## src/rtl/inst_fetch_queue.sv

```systemverilog
// Instruction fetch queue between IF and ID: buffers fetched {pc, inst} pairs in a small FIFO
// and presents the head to decode through a registered output, with bypass when empty.
module inst_fetch_queue #(
    parameter int unsigned DEPTH = 4,
    parameter int unsigned AW    = 32,
    parameter int unsigned DW    = 32
) (
    input  logic          clk,
    input  logic          rst,
    input  logic [5:0]    stall,
    input  logic          flush,
    input  logic          if_ce,
    input  logic [AW-1:0] if_pc,
    input  logic [DW-1:0] if_inst,
    output logic [AW-1:0] id_pc,
    output logic [DW-1:0] id_inst,
    output logic          id_valid,
    output logic          stallreq_if,
    output logic          ovf_err
);

    localparam int unsigned PW   = (DEPTH > 1) ? $clog2(DEPTH) : 1;
    localparam logic [PW:0] Full = (PW + 1)'(DEPTH);

    logic [AW+DW-1:0] mem_q [DEPTH];
    logic [PW-1:0]    wr_ptr_q, wr_ptr_d;
    logic [PW-1:0]    rd_ptr_q, rd_ptr_d;
    logic [PW:0]      cnt_q, cnt_d;
    logic [AW-1:0]    pc_q, pc_d;
    logic [DW-1:0]    inst_q, inst_d;
    logic             valid_q, valid_d;
    logic             ovf_q, ovf_d;
    logic             enq, pop, push, bypass, full;

    // The PC only advances when stall[0] is low, so only then is the current fetch consumed.
    assign enq  = if_ce & ~stall[0];
    assign full = (cnt_q == Full);

    always_comb begin
        pc_d     = pc_q;
        inst_d   = inst_q;
        valid_d  = valid_q;
        ovf_d    = ovf_q;
        wr_ptr_d = wr_ptr_q;
        rd_ptr_d = rd_ptr_q;
        cnt_d    = cnt_q;
        pop      = 1'b0;
        push     = 1'b0;
        bypass   = 1'b0;
        if (flush) begin
            pc_d     = '0;
            inst_d   = '0;
            valid_d  = 1'b0;
            ovf_d    = 1'b0;
            wr_ptr_d = '0;
            rd_ptr_d = '0;
            cnt_d    = '0;
        end else begin
            // stall[2] holds the output register untouched.
            if (!stall[2]) begin
                if (stall[1]) begin
                    pc_d    = '0;
                    inst_d  = '0;
                    valid_d = 1'b0;
                end else if (cnt_q != '0) begin
                    {pc_d, inst_d} = mem_q[rd_ptr_q];
                    valid_d        = 1'b1;
                    pop            = 1'b1;
                end else if (enq) begin
                    pc_d    = if_pc;
                    inst_d  = if_inst;
                    valid_d = 1'b1;
                    bypass  = 1'b1;
                end else begin
                    pc_d    = '0;
                    inst_d  = '0;
                    valid_d = 1'b0;
                end
            end
            if (enq && !bypass) begin
                if (!full || pop) begin
                    push = 1'b1;
                end else begin
                    ovf_d = 1'b1;
                end
            end
            if (pop) begin
                rd_ptr_d = rd_ptr_q + PW'(1);
            end
            if (push) begin
                wr_ptr_d = wr_ptr_q + PW'(1);
            end
            if (push && !pop) begin
                cnt_d = cnt_q + (PW + 1)'(1);
            end else if (pop && !push) begin
                cnt_d = cnt_q - (PW + 1)'(1);
            end
        end
    end

    always_ff @(posedge clk or negedge rst) begin
        if (!rst) begin
            pc_q     <= '0;
            inst_q   <= '0;
            valid_q  <= 1'b0;
            ovf_q    <= 1'b0;
            wr_ptr_q <= '0;
            rd_ptr_q <= '0;
            cnt_q    <= '0;
        end else begin
            pc_q     <= pc_d;
            inst_q   <= inst_d;
            valid_q  <= valid_d;
            ovf_q    <= ovf_d;
            wr_ptr_q <= wr_ptr_d;
            rd_ptr_q <= rd_ptr_d;
            cnt_q    <= cnt_d;
        end
    end

    // Storage needs no reset: entries are only read once count says they were written.
    always_ff @(posedge clk) begin
        if (push) begin
            mem_q[wr_ptr_q] <= {if_pc, if_inst};
        end
    end

    assign id_pc       = pc_q;
    assign id_inst     = inst_q;
    assign id_valid    = valid_q;
    assign stallreq_if = full;
    assign ovf_err     = ovf_q;

endmodule
```

## config.mk

```make
export PLATFORM = sky130hd
export DESIGN_NAME = inst_fetch_queue
export DESIGN_NICKNAME = d
export VERILOG_FILES = /design/src/rtl/inst_fetch_queue.sv
export SDC_FILE = /design/constraint.sdc
export NUM_CORES = 1
export LEC_CHECK = 0
export ABC_AREA = 1
export CORE_ASPECT_RATIO = 0.8
export CORE_MARGIN = 3
export CORE_UTILIZATION = 57
export CTS_CLUSTER_DIAMETER = 120
export CTS_CLUSTER_SIZE = 28
export DETAILED_ROUTE_END_ITERATION = 8
export DONT_BUFFER_PORTS = 1
export PLACE_DENSITY = 0.75
export SLEW_MARGIN = 10
export SYNTH_ARGS = -nofsm -noshare
export SYNTH_HDL_FRONTEND = slang
export SYNTH_SLANG_ARGS = --single-unit
export TNS_END_PERCENT = 30
```

## constraint.sdc

```tcl
create_clock -name clk -period 4.3 [get_ports clk]
set_clock_uncertainty 0.1 [all_clocks]
set_input_delay 0.86 -clock clk [delete_from_list [all_inputs] [get_ports clk]]
set_output_delay 0.86 -clock clk [all_outputs]
set_load 0.02 [all_outputs]
```

==> flow_summary_export.csv, run 1 <==
group,metric,value,unit
outcome,outcome,"finished clean",
detailed_routing,wl_per_cell,19.62,um
detailed_routing,vias,8831,
floorplanning,fp.dieW,178.8,um
grt,overflow,0,
logic_synthesis,yosysTopAreaCell,"edfxtp_1",
logic_synthesis,synth.distinct_cells,23,
logic_synthesis,synthTopCellsByArea,"edfxtp_1 56%, dfrtp_1 13%, nand2_1 13%",
worst_setup_path,crit_fanout,88,
job,cap_violations,0,
final_layout,postLayoutCoreUtil,0.6179,
worst_setup_path,cpPeakStageDelay,0.79,ns
final_layout,mostFrequentLayoutCell,"nand2_1",
timing,slew_headroom,0.3686,
worst_setup_path,worstPathArrival,3.04,ns
floorplanning,dieArea,25790,sq um
timing,setup_slack,1.591,ns
final_layout,fillers,1813,
pwr,p_per_area,428.7,nW/um^2
final_layout,drive_gt1_frac,0.04362,
worst_setup_path,crit_buf_inv,2,
timing,hold_viol,0,
detailed_routing,drtIter0Drc,844,
detailed_routing,ant_nets,0,
worst_setup_path,cp-end-kind,"register",
floorplanning,rows,49,
logic_synthesis,syn_avg_cell_area,10.86,sq um
grt,grt_pass1_vias,8535,
final_layout,syn2layout_area_growth,4.309,%
timing,slew_viol_final,0,
logic_synthesis,synth_ff_type,"edfxtp_1",
logic_synthesis,synthCells,1254,
logic_synthesis,syn-num-nets,1333,
grt,grt_use_total,0.2335,
detailed_routing,drt-total-wl,29850,um
place,place.gp.congestion,0.7296,
clock_network,postCtsResizedCells,0,
worst_hold_path,hp-class,"input port to async pin",
logic_synthesis,yosysWarnings,0,
place,port_buffers,0,
final_layout,final_area,14200,sq um
logic_synthesis,synth_top_area_share,0.5645,
logic_synthesis,synth_seq_cells,329,
grt,antenna_found_initial,0,
clock_network,clk_latency,0.49,ns
logic_synthesis,syn-cell-area,13620,sq um
timing,fin_setup_tns,0,ns
place,place_inst,1496,
timing,fmax,369.1,MHz
logic_synthesis,yosysSeqAreaShare,0.6986,
final_layout,diodes,0,
final_layout,most-common-layout-cells,"466 x nand2_1, 324 x nand3_1, 256 x edfxtp_1",
logic_synthesis,ys_async_sr_fraction,0.2219,
place,pre_cts_slack,1.433,ns
worst_setup_path,critPathKind,"register to register",
floorplanning,fp.dieH,144.3,um
final_layout,nets,1287,
worst_setup_path,cp.required,4.63,ns
detailed_routing,drc,0,
clock_network,root_buffer,"clkbuf_16",
pwr,vdd_ir_drop_max,370.3,uV
timing,timing.final.setup_violations,0,
logic_synthesis,synth_edf_count,256,
detailed_routing,routed_via_density,5.806,
final_layout,final-instance-count-excl-fill,1521,
worst_setup_path,slowest_stage,"inv_4",
clock_network,clock_path_buffers,3,
grt,grt_pass1_wl,46960,um
worst_setup_path,crit_top_cell,"nand2_1",
worst_setup_path,startpoint_type,"register",
timing,final.period_utilization,0.6301,
timing,rsz0062_at_grt,"no",
clock_network,cts_max_level,1,
clock_network,clk_pin_slew,0.11,ns
grt,grt_max_degree,89,
floorplanning,start_util,0.5923,
place,dpl_cell_area,13760,sq um
timing,worst_pin_slew,0.9471,ns
floorplanning,io_pins,141,
worst_setup_path,critPathTopFamily,"buffers and inverters",
worst_setup_path,crit_path_cell_trace,"inv_4 > buf_4 > nand2_1 > nand3_1 > nand3_1 > nand2_1 > nand2_1 > nand2_1",
floorplanning,core_area,22990,sq um
clock_network,cts_sinks,329,
place,hpwlAfterDp,16480,um
timing,fin_crit,2.709,ns
clock_network,cts_tree,"done",
clock_network,numCtsBuffers,15,
pwr,p_leak,5.680,nW
detailed_routing,first_pass_iters,5,
-- cells by family after synthesis --
group | Yosys count | synth area share
AOI/OAI and AO/OA | 12 | 0.004870
xor gates and xnor gates | 1 | 0.0006433
adders and majority gates | 5 | 0.005145
buffers and inverters | 103 | 0.03767
DFF | 329 | 0.6986
and+or+nand+nor | 804 | 0.2530
-- state kept, by name, indices dropped and copies added (netlist names) --
| register | count |
|---|---|
| rd_ptr_q | 2 |
| wr_ptr_q | 2 |
| mem_q | 256 |
| id_pc | 32 |
| cnt_q | 3 |
| ovf_err | 1 |
| id_valid | 1 |
| id_inst | 32 |
-- cells in the mapped netlist (2+ instances only) --
master    instances
a21oi_1           3
buf_2            50
buf_4             5
buf_6             6
clkbuf_1         21
dfrtp_1          73
edfxtp_1        256
ha_1              4
inv_1            17
inv_2             3
nand2_1         466
nand3_1         324
nand3_2           2
nor2_1           10
o21ai_0           6
-- layer usage --
| layer | wire [um] | track usage | share of wire |
|---|---|---|---|
| met1 | 12670 | 0.3361 | 0.42 |
| met2 | 13960 | 0.3788 | 0.47 |
| met3 | 2872 | 0.05171 | 0.096 |
| met4 | 344 | 0.03607 | 0.012 |
| met5 | 0 | 0 | 0 |
-- what timing repair did --
| item | 4_1_cts | 5_1_grt |
|---|---|---|
| hold buffers | 1 | 0 |
| endpoints found under the setup margin | 0 | 0 |
| setup buffers | 0 | 0 |
| hold endpoints to repair | 73 | 0 |
-- worst paths after layout --
path / startpoint / end / slack, ns / depth (start not counted)
setup / recovery: rd_ptr_q[0] / id_pc[19] / 1.59 / 8
hold / removal: rst / id_pc[17] / 0.16 / 1
setup reg to reg: rd_ptr_q[0] / id_pc[19] / 1.59 / 8
hold reg to reg: cnt_q[0] / cnt_q[0] / 0.45 / 2
max in group asynchronous: rst / id_inst[31] / 3.61 / 1
min in group clk: flush / ovf_err / 0.32 / 1
-- area by class of cell --
class / count / area, sq um / share of cell area
sequential: 329 / 9519 / 0.6701
tap: 306 / 382.9 / 0.02695
clock buffer: 23 / 405.4 / 0.02854
inverter: 20 / 77.57 / 0.005461
multi-input combinational: 822 / 3628 / 0.2554
clock inverter: 1 / 8.758 / 0.0006166
timing repair buffer: 20 / 182.7 / 0.01286
-- where the power goes --
group / total [mW] / leakage, nW / switching (mW) / internal [mW]
clock network: 1.57 / 0.199 / 0.902 / 0.666
registers: 3.65 / 3.31 / 0.130 / 3.52
logic: 0.867 / 2.17 / 0.627 / 0.241
-- metrics by stage --
stage | total power, mW | hold slack [ns]
after global placement | 4.562 | 0.4093
after detailed placement | 4.578 | 0.4214
after global routing | 6.380 | 0.1604
after CTS | 6.129 | 0.1612
after floorplan | 4.391 | 0.3898
final | 6.089 | 0.1581
Power figures use the tool's default switching activity.
==> inputs of run 2 (changes only) <==
- PLACE_DENSITY: 0.75 -> 0.72
- clock period: 4.3 -> 2.78 ns (I/O delays scaled with it)
==> run 2 against run 1 <==
Cell area grew 1.0%. Non-clock buffer count increased by 4. Power increased by 56%. Die area did not move. Critical endpoint is now mem_q[1][16]. Highest routed layer unchanged.
==> flow_summary_export.csv, run 2 (same netlist as run 1, synthesis figures left out) <==
group,metric,value,unit
place,place.gp.congestion,0.7805,
floorplanning,fp.dieW,178.8,um
floorplanning,fp.dieH,144.3,um
detailed_routing,routed_via_density,5.822,
worst_setup_path,cp.required,2.83,ns
timing,slew_headroom,0.4114,
worst_setup_path,crit_fanout,64,
grt,grt_pass1_vias,8666,
pwr,vdd_ir_drop_max,462.1,uV
clock_network,root_buffer,"clkbuf_16",
timing,fin_crit,2.217,ns
grt,grt_use_total,0.2325,
final_layout,syn2layout_area_growth,5.393,%
worst_setup_path,reg2regPathDepth,8,
worst_setup_path,r2r_start,"cnt_q[0]",
clock_network,cts_sinks,329,
timing,fmax,451.1,MHz
job,cap_violations,0,
clock_network,clk_pin_slew,0.11,ns
worst_setup_path,crit_path_start,"cnt_q[0]",
clock_network,clk_latency,0.51,ns
worst_hold_path,hold-path-endpoint,"mem_q[1][61]",
timing,worst_pin_slew,0.8828,ns
floorplanning,start_util,0.5923,
detailed_routing,drt-total-wl,29910,um
worst_hold_path,worstHoldStart,"if_pc[29]",
worst_setup_path,startpoint_type,"register",
final_layout,diodes,0,
floorplanning,rows,49,
timing,rsz0062_at_grt,"no",
grt,overflow,0,
floorplanning,core_area,22990,sq um
final_layout,most-common-layout-cells,"466 x nand2_1, 324 x nand3_1, 256 x edfxtp_1",
place,hpwlAfterDp,15920,um
final_layout,regMostFlops,"mem_q",
grt,grt_pass1_wl,46810,um
timing,slew_viol_final,0,
worst_hold_path,hold_path_depth,0,
final_layout,mostFrequentLayoutCell,"nand2_1",
clock_network,numCtsBuffers,15,
timing,final.period_utilization,0.7975,
pwr,total_power,9.499,mW
place,place_inst,1498,
timing,hold_viol,0,
final_layout,final-instance-count-excl-fill,1527,
final_layout,nets,1291,
clock_network,postCtsResizedCells,0,
place,port_buffers,0,
detailed_routing,vias,8890,
worst_setup_path,cpPeakStageDelay,0.40,ns
pwr,p_leak,5.735,nW
worst_setup_path,crit_top_cell,"nand2_1",
final_layout,largest_reg_flops,256,
final_layout,final_area,14350,sq um
worst_setup_path,reg2reg_setup_slack,0.56,ns
detailed_routing,drc,0,
detailed_routing,wl_per_cell,19.59,um
clock_network,cts_max_level,1,
detailed_routing,drtIter0Drc,818,
floorplanning,io_pins,141,
grt,antenna_found_initial,0,
place,dpl_cell_area,13880,sq um
timing,timing.final.setup_violations,0,
worst_setup_path,cp-end-kind,"register",
pwr,p_per_area,661.8,nW/um^2
worst_setup_path,crit_path_cell_trace,"inv_2 > nand2_1 > nor2_1 > buf_4 > nand2_1 > nand3_2 > nor2_4 > buf_12",
worst_hold_path,hp-class,"input port to register",
detailed_routing,first_pass_iters,6,
detailed_routing,ant_nets,0,
timing,fin_setup_tns,0,ns
worst_setup_path,critPathKind,"register to register",
grt,grt_max_degree,130,
floorplanning,dieArea,25790,sq um
worst_setup_path,slowest_stage,"dfrtp_1",
timing,hold_slack,0.03524,ns
clock_network,cts_tree,"done",
clock_network,clock_path_buffers,3,
final_layout,drive_gt1_frac,0.04586,
worst_setup_path,r2r-end,"mem_q[1][16]",
worst_setup_path,worstPathArrival,2.27,ns
outcome,outcome,"finished clean",
[run 2: cell count changes in the layout (fill, tap and decap cells not counted), sizes merged]
cell and change:
clkbuf +1, buf +2, dlygate4sd3 +2, inv +1
[run 2: what timing repair did]
item,4_1_cts,5_1_grt
buffers inserted,0,0
endpoints found under the hold margin,74,0
hold buffers,3,0
[run 2: area by class of cell]
| cell class | instances | area [sq um] |
|---|---|---|
| flip-flops and latches | 329 | 9519 |
| well taps | 306 | 382.9 |
| clock buffers | 24 | 409.1 |
| clock inverters | 2 | 17.52 |
| fillers | 1797 | 8638 |
| multi-input cells | 822 | 3628 |
| inverters | 20 | 77.57 |
| repair buffers | 24 | 317.8 |
[run 2: where the power goes]
| part | internal (mW) | switching, mW |
|---|---|---|
| sequential | 5.45 | 0.162 |
| combinational | 0.406 | 1.02 |
| clock | 1.04 | 1.41 |
[run 2: critical path, delay by kind of cell, from the launching register on]
kind | cells | cell delay [ns]
buffers and inverters | 3 | 0.60
flip-flops | 1 | 0.40
AND/OR/NAND/NOR | 5 | 0.74
[run 2: routing by layer]
| layer | part of all wire | global-route usage | wire, um | up-vias |
|---|---|---|---|---|
| met5 | 0 | 0 | 0 | - |
| met2 | 0.47 | 0.3745 | 14160 | 348 |
| met1 | 0.42 | 0.3286 | 12610 | 4308 |
| met4 | 0.016 | 0.05779 | 483 | 0 |
| met3 | 0.089 | 0.05013 | 2661 | 35 |
| li1 | - | - | - | 4199 |
[run 2: worst max path at each step]
stage                   end  slack [ns]  cells past startpoint
3_5_place_dp   mem_q[1][17]        0.38                      6
6_report       mem_q[1][16]        0.56                      8
2_1_floorplan   mem_q[0][0]       -0.48                      5
5_1_grt        mem_q[2][34]        0.41                      8
4_1_cts        mem_q[1][33]        0.55                      8
3_3_place_gp   mem_q[1][16]        0.44                      6
[run 2: stage by stage]
stage	util	worst slack [ns]
global placement	0.6036	0.4416
detailed placement	0.6036	0.3816
CTS	0.6243	0.5523
global route	0.6243	0.4099
finish	0.6243	0.5630
floorplan	-	-0.4815
==> inputs of run 3 (changes only) <==
- ABC_AREA: 1 -> 0
- clock period: 2.78 -> 2.2 ns (I/O delays scaled with it)
==> run 3 against run 2 <==
The run now ends with negative setup slack left. Cell count down 34%. Cell area up 1.2%. First-iteration DRC count down 30%. Clock power up 26%. Synthesized area down 6.9%. Combinational power down 37%. Sequential power up 25%. Sequential share of layout area down 0.73 points. Synthesized cell count down 51%. Global-route usage down 2.0 points.
==> flow_summary_export.csv, run 3 <==
group,metric,value,unit
outcome,outcome,"finished with violations",
outcome,violations,"negative setup slack",
timing,timing.final.setup_violations,1,
final_layout,mostFrequentLayoutCell,"edfxtp_1",
worst_setup_path,slowest_stage,"dfrtp_2",
logic_synthesis,synth-xor-area-share,0.001381,
logic_synthesis,syn-cell-area,12680,sq um
final_layout,multiInputGateArea,2939,sq um
logic_synthesis,synth_commonest_cells,"256 x edfxtp_1, 73 x dfrtp_1, 66 x nor2b_1, 64 x a221o_1, 62 x mux4_2",
worst_setup_path,r2r_start,"cnt_q[2]",
logic_synthesis,synth_top_area_share,0.6060,
logic_synthesis,synth.distinct_cells,33,
floorplanning,fp.dieH,139.4,um
floorplanning,start_util,0.5834,
place,port_buffers,0,
logic_synthesis,yosysWarnings,0,
detailed_routing,vias,6278,
logic_synthesis,ys_async_sr_fraction,0.2219,
worst_setup_path,cp-endpoint,"cnt_q[2]",
pwr,pwr-share-clk,0.282,
final_layout,syn2layout_area_growth,14.45,%
timing,fin_crit,2.238,ns
pwr,p_sw_frac,0.2168,
worst_setup_path,cpPeakStageDelay,0.44,ns
detailed_routing,drt-total-wl,25060,um
floorplanning,dieArea,24090,sq um
pwr,power_frac_seq,0.637,
clock_network,clk_pin_slew,0.10,ns
timing,slew_headroom,0.1940,
logic_synthesis,synth.most_common_cell,"edfxtp_1",
pwr,vdd_ir_drop_max,593.4,uV
clock_network,cts_sinks,329,
grt,grt_max_degree,74,
logic_synthesis,yosysTopAreaCell,"edfxtp_1",
logic_synthesis,synthAdderAreaFrac,0.005524,
logic_synthesis,synthTopCellsByArea,"edfxtp_1 61%, dfrtp_1 14%, mux4_2 11%",
floorplanning,io_pins,141,
worst_setup_path,crit_path_start,"cnt_q[2]",
worst_setup_path,startpoint_type,"register",
floorplanning,fp.dieW,172.8,um
place,place.gp.congestion,0.7212,
grt,grt_use_total,0.2129,
logic_synthesis,syn-num-nets,697,
detailed_routing,routed_via_density,6.197,
pwr,total_power,11.03,mW
logic_synthesis,syn_avg_cell_area,20.53,sq um
detailed_routing,ant_nets,0,
floorplanning,rows,48,
detailed_routing,drtIter0Drc,576,
final_layout,regMostFlops,"mem_q",
grt,overflow,0,
worst_setup_path,cp.required,2.49,ns
worst_setup_path,worstPathArrival,2.53,ns
logic_synthesis,synth_seq_cells,329,
worst_setup_path,critPathKind,"register to register",
worst_hold_path,hp-class,"input port to register",
timing,fin_setup_tns,-0.03824,ns
detailed_routing,first_pass_iters,7,
clock_network,cts_max_level,1,
logic_synthesis,yosysSeqAreaShare,0.7500,
logic_synthesis,synthMuxAreaShare,0.1168,
logic_synthesis,synthCells,618,
place,pre_cts_slack,-0.06904,ns
worst_setup_path,r2r-end,"cnt_q[2]",
clock_network,cts_tree,"done",
final_layout,nets,783,
pwr,comb_power_share,0.082,
worst_setup_path,crit_path_cell_trace,"nor3b_4 > or3_4 > inv_4 > fa_2 > or3_4 > a22oi_2 > mux2_4",
pwr,p_leak,4.929,nW
place,hpwlAfterDp,14810,um
grt,grt_pass1_vias,6777,
timing,hold_viol,0,
timing,final.period_utilization,1.017,
logic_synthesis,synth_compound_area_frac,0.05484,
logic_synthesis,synth_top_family_by_area,"multiplexers",
worst_setup_path,cp-end-kind,"register",
worst_setup_path,crit_fanout,7,
timing,fmax,446.8,MHz
timing,rsz0062_at_grt,"yes",
worst_setup_path,crit_top_cell,"or3_4",
worst_setup_path,reg2reg_setup_slack,-0.04,ns
grt,antenna_found_initial,1,
final_layout,most-common-layout-cells,"256 x edfxtp_1, 70 x dfrtp_1, 67 x dlygate4sd3_1",
detailed_routing,drc,0,
final_layout,drive_gt1_frac,0.1938,
floorplanning,core_area,21740,sq um
pwr,switching_power,2.390,mW
clock_network,numCtsBuffers,15,
final_layout,largest_reg_flops,256,
pwr,internal_power,8.637,mW
timing,worst_pin_slew,1.206,ns
clock_network,root_buffer,"clkbuf_16",
grt,grt_pass1_wl,40270,um
final_layout,fillers,1396,
final_layout,regArea,9523,sq um
clock_network,clk_latency,0.50,ns
clock_network,clock_path_buffers,3,
timing,slew_viol_final,0,
worst_setup_path,reg2regPathDepth,7,
job,cap_violations,0,
logic_synthesis,synth_edf_count,256,
timing,setup_slack,-0.03824,ns
logic_synthesis,yosys.area_share.simple,0.04814,
detailed_routing,wl_per_cell,24.74,um
pwr,p_per_area,759.6,nW/um^2
logic_synthesis,synth_ff_type,"edfxtp_1",
-- run 3: cell count changes in the layout (fill, tap and decap cells not counted), sizes merged, moves of 4 or more --
cell	delta
nand2	-465
buf	+17
o21ai	-4
a221o	+64
nor2b	+66
and2	+4
mux4	+64
dlygate4sd3	+65
nor3	+5
inv	-15
nand3	-324
or3	+4
-- run 3: final cells by class --
| class | instances | area share |
|---|---|---|
| diodes | 1 | 0.0001724 |
| clock buffers | 23 | 0.02792 |
| clock inverters | 2 | 0.001207 |
| inverters | 5 | 0.001465 |
| multi-input cells | 247 | 0.2024 |
| flip-flops and latches | 329 | 0.6559 |
| well taps | 300 | 0.02586 |
| repair buffers | 106 | 0.08498 |
-- run 3: cell families (layout without fill, tap and decap cells) --
kind of cell | Yosys count | in the layout
buf+inv | 42 | 136
flops | 329 | 329
fa+ha+maj | 5 | 5
mux | 67 | 67
compound gates | 73 | 73
other cells | 0 | 1
xor+xnor | 2 | 2
simple gates | 100 | 100
-- run 3: repair_timing --
item / CTS / global route
pin swaps: 3 / 1
endpoints found under the hold margin: 399 / 0
endpoints found under the setup margin: 1 / 279
hold buffers: 68 / 0
setup buffers: 5 / 0
gates resized for setup: 3 / 4
-- run 3: metal layers --
layer	vias to the layer above	track usage	share of wire
li1	2692	-	-
met1	3327	0.3061	0.42
met2	236	0.3488	0.49
met3	23	0.04883	0.075
met4	0	0.03497	0.014
met5	-	0	0
-- run 3: worst min-delay path by stage --
stage          startpoint           to  slack (ns)  cells past startpoint
6_report            flush  wr_ptr_q[1]        0.03                      2
5_1_grt             flush  wr_ptr_q[1]        0.03                      2
3_5_place_dp          rst   id_inst[9]        0.05                      0
3_3_place_gp          rst   id_inst[9]        0.05                      0
2_1_floorplan         rst     cnt_q[0]        0.04                      0
4_1_cts             flush  wr_ptr_q[1]        0.02                      2
-- run 3: worst max-delay path, delay by kind of cell, from the launching register on --
kind	cells	cell delay (ns)
AO/OA/AOI/OAI	1	0.16
flip-flops	1	0.44
AND/OR/NAND/NOR	3	0.75
adder cells (fa/ha/maj)	1	0.33
buffers and inverters	1	0.04
multiplexers	1	0.31
-- run 3: per-stage QoR --
stage	std cells	hold slack (ns)	area [sq um]	util
final	1013	0.03084	14520	0.6678
after global routing	1012	0.02935	14520	0.6676
after CTS	1012	0.02376	14500	0.6668
after detailed placement	914	0.04645	13320	0.6125
after global placement	914	0.04668	13320	0.6125
after floorplan	618	0.04441	12710	-
-- run 3: power groups by stage --
stage	logic (mW)	registers [mW]	clock network, mW
global placement	0.653	7.16	0
CTS	0.896	7.03	3.18
detailed placement	0.673	7.16	0
finish	0.900	7.02	3.10
floorplan	0.540	7.12	0
global route	0.982	7.04	3.41
